`config.mk`:
```
export PLATFORM = sky130hd
export DESIGN_NAME = branch_history_manager
export DESIGN_NICKNAME = d
export VERILOG_FILES = /design/src/rtl/branch_history_manager.sv
export SDC_FILE = /design/constraint.sdc
export NUM_CORES = 1
export LEC_CHECK = 0
export CORE_UTILIZATION = 35
export CTS_BUF_LIST = sky130_fd_sc_hd__clkbuf_16
export CTS_CLUSTER_SIZE = 10
export DETAILED_ROUTE_END_ITERATION = 10
export GPL_TIMING_DRIVEN = 0
export SYNTH_ARGS = -nofsm -noshare
export SYNTH_HDL_FRONTEND = slang
export SYNTH_SLANG_ARGS = --single-unit
```
`constraint.sdc`:
```
create_clock -name clk -period 7.1 [get_ports clk]
set_clock_uncertainty 0.2 [all_clocks]
set_input_delay 1.42 -clock clk [delete_from_list [all_inputs] [get_ports clk]]
set_output_delay 1.42 -clock clk [all_outputs]
set_load 0.01 [all_outputs]
```
`src/rtl/branch_history_manager.sv`:
```
// Speculative global-history register and in-flight branch checkpoint FIFO
// for the gshare predictor. The speculative GHR advances when a prediction is
// made. The committed GHR advances when EX resolves the oldest branch. A
// misprediction or flush copies the committed history back into the
// speculative GHR.
module branch_history_manager #(
    parameter int GHR_BITS   = 8,
    parameter int IDX_BITS   = 8,
    parameter int DEPTH      = 4,
    parameter int ADDR_WIDTH = 32
) (
    input  logic                         clk,
    input  logic                         rst_n,
    input  logic                         i_req_valid,
    input  logic [ADDR_WIDTH-1:0]        i_req_pc,
    input  logic                         i_req_prediction,
    output logic                         o_req_ready,
    output logic [IDX_BITS-1:0]          o_req_index,
    input  logic                         i_fb_valid,
    input  logic                         i_fb_outcome,
    output logic [IDX_BITS-1:0]          o_fb_index,
    output logic                         o_fb_mispredict,
    output logic                         o_fb_error,
    input  logic                         i_flush,
    output logic [GHR_BITS-1:0]          o_spec_ghr,
    output logic [GHR_BITS-1:0]          o_arch_ghr,
    output logic [$clog2(DEPTH+1)-1:0]   o_count
);

    localparam int PTR_W = $clog2(DEPTH);
    localparam int CNT_W = $clog2(DEPTH + 1);
    localparam logic [CNT_W-1:0] DEPTH_C = CNT_W'(DEPTH);
    localparam logic [CNT_W-1:0] CNT_ONE = CNT_W'(1);
    localparam logic [PTR_W-1:0] PTR_ONE = PTR_W'(1);

    // Checkpoint storage. It is not reset, because count_q marks which slots are live.
    logic [IDX_BITS-1:0] idx_q [DEPTH];
    logic [DEPTH-1:0]    pred_q;

    logic [GHR_BITS-1:0] spec_ghr_q, spec_ghr_d;
    logic [GHR_BITS-1:0] arch_ghr_q, arch_ghr_d;
    logic [PTR_W-1:0]    head_q, head_d;
    logic [PTR_W-1:0]    tail_q, tail_d;
    logic [CNT_W-1:0]    count_q, count_d;

    logic has_entry;
    logic pop;
    logic push;

    // Only PC bits [IDX_BITS+1:2] hash into the index. The remaining bits are
    // folded together so that the unused input bits stay visible.
    logic unused_pc_bits;
    assign unused_pc_bits = ^{i_req_pc[ADDR_WIDTH-1:IDX_BITS+2], i_req_pc[1:0]};

    assign has_entry       = (count_q != '0);
    assign o_req_ready     = (count_q < DEPTH_C);
    assign o_req_index     = spec_ghr_q[IDX_BITS-1:0] ^ i_req_pc[IDX_BITS+1:2];
    assign o_fb_index      = idx_q[head_q];
    assign o_fb_mispredict = i_fb_valid & has_entry & (pred_q[head_q] != i_fb_outcome);
    assign o_fb_error      = i_fb_valid & ~has_entry;
    assign pop             = i_fb_valid & has_entry;
    assign push            = i_req_valid & o_req_ready & ~i_flush & ~o_fb_mispredict;

    assign o_spec_ghr = spec_ghr_q;
    assign o_arch_ghr = arch_ghr_q;
    assign o_count    = count_q;

    // Next-state logic. A flush or a mispredict drops every younger entry and
    // copies the new committed history into the speculative GHR.
    always_comb begin
        arch_ghr_d = arch_ghr_q;
        head_d     = head_q;
        spec_ghr_d = spec_ghr_q;
        tail_d     = tail_q;
        count_d    = count_q;
        if (pop) begin
            arch_ghr_d = {arch_ghr_q[GHR_BITS-2:0], i_fb_outcome};
            head_d     = head_q + PTR_ONE;
        end
        if (i_flush || o_fb_mispredict) begin
            count_d    = '0;
            tail_d     = head_d;
            spec_ghr_d = arch_ghr_d;
        end else begin
            if (push) begin
                tail_d     = tail_q + PTR_ONE;
                spec_ghr_d = {spec_ghr_q[GHR_BITS-2:0], i_req_prediction};
            end
            case ({push, pop})
                2'b10:   count_d = count_q + CNT_ONE;
                2'b01:   count_d = count_q - CNT_ONE;
                default: count_d = count_q;
            endcase
        end
    end

    // Pointer, count and history registers.
    always_ff @(posedge clk) begin
        if (!rst_n) begin
            spec_ghr_q <= '0;
            arch_ghr_q <= '0;
            head_q     <= '0;
            tail_q     <= '0;
            count_q    <= '0;
        end else begin
            spec_ghr_q <= spec_ghr_d;
            arch_ghr_q <= arch_ghr_d;
            head_q     <= head_d;
            tail_q     <= tail_d;
            count_q    <= count_d;
        end
    end

    // Write a checkpoint for each accepted prediction.
    always_ff @(posedge clk) begin
        if (rst_n && push) begin
            idx_q[tail_q]  <= o_req_index;
            pred_q[tail_q] <= i_req_prediction;
        end
    end

endmodule
```
# Word level (Yosys, flattened, before mapping)
# Memories as Yosys holds them, arrays and structs flattened. A register that Yosys moved wholly into a read port is not among the register bits.
# Cells that the tools add are included.
# classes
eq_ne	3
n_addsub	4
n_bitwise	11
mux	15
order_cmp	4
n_reduce_logical	7
# ops
operator	count
two-way mux 8 bit	3
two-way mux 2 bit	4
bitwise XOR 8 bit	1
AND 1 bit	6
less-than comparator 2 x 3 -> 1 bit (second input constant)	2
case mux 3 bit (2 select lines)	1
adder 2 x 1 -> 2 bit (second input constant)	2
bitwise mux 4 bit	1
two-way mux 1 bit	4
inverter 1 bit	4
nonzero test 2 bit	2
adder 3 x 1 -> 3 bit (second input constant)	1
less-than comparator 3 bit (second input constant)	1
nonzero test 3 bit	1
subtractor 3 x 1 -> 3 bit (second input constant)	1
binary-select mux 1 bit (select 2 bit)	1
demux 1 bit (select 2 bit)	1
== test 2 x 1 -> 1 bit (second input constant)	1
== test 2 bit (second input constant)	1
greater-or-equal comparator 2 x 1 -> 1 bit (second input constant)	1
logical AND 1 bit	2
OR reduction 2 bit	1
logical OR 1 bit	1
!= test 1 bit	1
# word_totals
memories	1
ram_bits	32
output_inout_bits	38
reg_bits	27
# memory_table
memory	depth	width	rd	rd_ports_with_merged_regs	wr	line	text
idx_q	4	8	1	1	1	37	logic [IDX_BITS-1:0] idx_q [DEPTH];

# Logic depth before layout (Yosys ltp)
# logic_depth
depth_word	9
ltp_mapped	12

# Least setup slack after synthesis
# Ideal clock, no wire load.
# synth_timing
kind	input to output
start	in i_fb_valid
end	out o_fb_mispredict
cell_stages	5
arrival_time_ns	2.013
n_path_buf	1
slack_ns	3.467
cell_sequence	o31ai_4 -> inv_1 -> buf_4 -> nand2_2 -> inv_1
# synth_between
elab_chain_len	2
# synth_lines
item	line	text
start, declared	19	input logic i_fb_valid,
AND 1 bit (2 in a row)	59	assign o_fb_mispredict = i_fb_valid & has_entry & (pred_q[head_q] != i_fb_outcome);
end, declared	22	output logic o_fb_mispredict,
# Every way passes these cells.

# Worst setup path in the final report
# Ends and elaborated chain as after synthesis.

==> reports/results.md <==
| Quantity | Reported | Unit |
|---|---|---|
| Initial drt markers | 129 | - |
| H-tree levels | 3 | - |
| Crit path DAT | 3.29 | ns |
| Maximum fanout along the worst path | 10 | - |
| Crit-path slowest cell | sky130_fd_sc_hd__clkdlybuf4s50_1 | - |
| Total core area | 7330 | um2 |
| Kind of critical path | in -> out | - |
| Final-layout setup total negative slack | 0 | ns |
| Leakage Power | 1.29 | nW |
| Syn nets | 246 | - |
| Share of the clock period used by the worst path | 0.691 | - |
| Die Width | 89.3 | um |
| Std cell rows | 31 | - |
| Critical path buffer and inverter count | 5 | - |
| First-pass DRT Iterations | 4 | - |
| Total setup buffers inserted after CTS | 0 | - |
| Number of filler instances in the final layout | 656 | - |
| Antenna Cells | 0 | - |
| Area share of the leading cell type in the synthesized netlist | 0.405 | - |
| Average vias per placed instance | 4.90 | - |
| Max-slew violation count | 0 | - |
| Cells along the critical path | clkdlybuf4s50_1 > o31ai_4 > inv_1 > buf_4 > nand2_2 > inv_1 > clkdlybuf4s50_1 | - |
| Kind of cell adding the most delay to the critical path | buffers and inverters | - |
| Die ar. | 7980 | um2 |
| Seq/Total Area, Yosys | 0.578 | - |
| # clock sinks | 59 | - |
| Clock root buffer master | sky130_fd_sc_hd__clkbuf_16 | - |
| Worst IR Drop VDD | 127 | uV |
| Antenna violations before repair | 0 | - |
| Placer Congestion | 0.800 | - |
| Average wire per cell in the routed design | 15.8 | um |
| Count of different cell masters after synthesis | 39 | - |
| Critical path required time | 5.48 | ns |
| Setup crit end kind | output port | - |
| TritonCTS clock tree | yes | - |
| Post-DP HPWL | 4070 | um |
| Number of global-route vias before repair | 1810 | - |
| Syn avg cell area | 13.3 | um2 |
| Ratio of cells with drive above 1 in the final layout | 0.119 | - |
| Transition at the pin with the smallest max-transition slack | 0.488 | ns |
| Count of input and output buffers | 52 | - |
| First-pass GRT wire length | 9170 | um |
| Most frequent cells in the layout | 52 x sky130_fd_sc_hd__clkdlybuf4s50_1, 36 x sky130_fd_sc_hd__edfxtp_1, 23 x sky130_fd_sc_hd__dfxtp_1 | - |
| Worst stage delay on the critical path | 0.54 | ns |
| Worst-Skew Late Latency | 0.32 | ns |
| RSZ-0062 raised after global routing | false | - |
| Leading area contributor after synthesis | sky130_fd_sc_hd__edfxtp_1 | - |
| Slew HR | 0.675 | - |
| Ranking of synthesized cells by area | sky130_fd_sc_hd__edfxtp_1 41%, sky130_fd_sc_hd__dfxtp_1 17%, sky130_fd_sc_hd__mux4_2 7.6%, sky130_fd_sc_hd__xor2_1 3.3%, sky130_fd_sc_hd__mux2i_1 3.0% | - |
| Remaining Overflow, GRT | 0 | - |
| F_max | 204 | MHz |
| #FFs+latches synth | 59 | - |
| Cell area after technology mapping | 2670 | um2 |
| Number of DRC violations after detailed routing | 0 | - |
| Total global routing track utilization | 0.160 | - |
| Placed Cells incl. Taps | 352 | - |
| Final Routed Wirelength | 5790 | um |
| Clock Tree Buf Depth | 2 | - |
| Max-capacitance violation count | 0 | - |
| Initial standard-cell utilization of the core | 0.364 | - |
| Most common cell after layout, fill and taps aside | sky130_fd_sc_hd__clkdlybuf4s50_1 | - |
| Kind of start point of the critical path | input port | - |
| Setup Viol. Count Final | 0 | - |
| Run status | complete, no violations | - |
| Final antenna-violating net count | 0 | - |
| Pin count of the biggest net entering global routing | 11 | - |
| CTS clock-pin slew for the worst setup and hold paths | 0.05 | ns |
| Vertical die dimension | 89.3 | um |
| Clock period minus worst slack | 4.91 | ns |
| Final hold violation count | 0 | - |
| Total CTS buffers | 9 | - |
| Count of warnings emitted by yosys | 0 | - |
| Total of hold buffers inserted after clock tree synthesis | 0 | - |
| Post-Layout Cell Count | 367 | - |
| Min-Delay Path Class | reg -> reg | - |
| Power density over the cells | 254 | nW/um2 |
| # resized after CTS | 0 | - |
| Number of cells produced by synthesis | 201 | - |
| Area Growth Syn to Fin | 35.6 | % |
| Ports placed on the boundary | 77 | - |
| Via count | 1800 | - |
| Final-stage net count | 309 | - |
flip-flops by register name (all words and copies together) (netlist names):
name	flops
pred_q	4
tail_q	2
head_q	2
o_arch_ghr	8
idx_q	32
o_spec_ghr	8
o_count	3
worst reg2reg max path, stage by stage, from the launching register on:
cell	delay, ns
sky130_fd_sc_hd__dfxtp_1	0.39
sky130_fd_sc_hd__mux4_2	0.64
sky130_fd_sc_hd__xor2_2	0.25
sky130_fd_sc_hd__a21oi_1	0.16
sky130_fd_sc_hd__nand2_1	0.11
sky130_fd_sc_hd__ha_1	0.18
sky130_fd_sc_hd__inv_1	0.06
sky130_fd_sc_hd__fa_1	0.38
sky130_fd_sc_hd__xor2_1	0.15
sky130_fd_sc_hd__nor2_1	0.11
sky130_fd_sc_hd__xnor2_1	0.13
sky130_fd_sc_hd__nor2_1	0.05
metal layers:
metal | vias up | wire, um | GRT usage
met1 | 853 | 2630 | 0.201
met3 | 6 | 398 | 0.0545
met4 | 0 | 43 | 0.0519
met2 | 73 | 2720 | 0.261
li1 | 868 | - | -
met5 | - | 0 | 0
power breakdown:
group / internal, mW / switching, mW / total (mW)
Clock: 0.302 / 0.144 / 0.446
Sequential: 0.375 / 0.00693 / 0.382
Combinational: 0.0471 / 0.0441 / 0.0912
layout make-up:
type                            instances  area (um2)  share of cell area
Sequential cell                        59        1540               0.426
Multi-Input combinational cell        122        1050               0.289
Timing Repair Buffer                   52         520               0.144
Clock buffer                            9         225              0.0622
Tap cell                               99         124              0.0342
Clock inverter                          6        81.3              0.0225
Buffer                                 10        43.8              0.0121
Inverter                               10        37.5              0.0104
metrics by stage:
stage          area, um2  hold WS [ns]  setup WS (ns)  total power [mW]   util
2_1_floorplan       2670         0.319           3.47             0.435      -
3_3_place_gp        3310         0.320           2.18             0.480  0.452
3_5_place_dp        3310         0.327           2.16             0.481  0.452
4_1_cts             3620         0.340           2.16             0.927  0.494
5_1_grt             3620         0.353           2.08             0.951  0.494
6_report            3620         0.345           2.19             0.919  0.494
path summary, 6_finish.rpt:
kind | from | cells after the start | slack (ns) | end
setup reg to reg | head_q[0] | 11 | 4.18 | o_count[2]
setup / recovery | i_fb_valid | 7 | 2.19 | o_fb_mispredict
hold reg to reg | o_spec_ghr[0] | 2 | 0.35 | o_spec_ghr[0]
hold / removal | o_spec_ghr[0] | 2 | 0.35 | o_spec_ghr[0]
synth_stat cells:
cell and count:
sky130_fd_sc_hd__xnor2_1 5, sky130_fd_sc_hd__o2111a_1 6, sky130_fd_sc_hd__mux2i_1 8, sky130_fd_sc_hd__nor2_1 19, sky130_fd_sc_hd__fa_1 1, sky130_fd_sc_hd__clkbuf_1 7
sky130_fd_sc_hd__nor3_1 1, sky130_fd_sc_hd__nand2b_1 1, sky130_fd_sc_hd__nor4b_1 1, sky130_fd_sc_hd__a32o_1 1, sky130_fd_sc_hd__ha_1 5, sky130_fd_sc_hd__a41o_1 1
sky130_fd_sc_hd__dfxtp_1 23, sky130_fd_sc_hd__nor2b_1 9, sky130_fd_sc_hd__xor2_2 1, sky130_fd_sc_hd__a31oi_1 1, sky130_fd_sc_hd__o31ai_4 1, sky130_fd_sc_hd__o311ai_0 2
sky130_fd_sc_hd__xor2_1 10, sky130_fd_sc_hd__buf_2 2, sky130_fd_sc_hd__and2_1 1, sky130_fd_sc_hd__and3_1 4, sky130_fd_sc_hd__o221ai_1 6, sky130_fd_sc_hd__mux2_2 1
sky130_fd_sc_hd__edfxtp_1 36, sky130_fd_sc_hd__inv_1 10, sky130_fd_sc_hd__nand2_2 1, sky130_fd_sc_hd__buf_4 1, sky130_fd_sc_hd__mux4_2 9, sky130_fd_sc_hd__a21oi_1 2
sky130_fd_sc_hd__nand3_1 1, sky130_fd_sc_hd__o22ai_1 1, sky130_fd_sc_hd__nand2_1 17, sky130_fd_sc_hd__or3_1 1, sky130_fd_sc_hd__a22o_1 1, sky130_fd_sc_hd__a21boi_2 1
sky130_fd_sc_hd__xnor2_4 1, sky130_fd_sc_hd__o21ai_1 1, sky130_fd_sc_hd__a21boi_0 1
cell families after synthesis:
kind of cell               share of synthesized area
adders and majority gates                     0.0309
xor gates and xnor gates                      0.0656
AOI/OAI and AO/OA                             0.0877
and+or+nand+nor                               0.0975
DFF                                            0.578
buffers and inverters                         0.0305
muxes                                          0.110
Note: power is estimated with default switching activity, not from simulation.
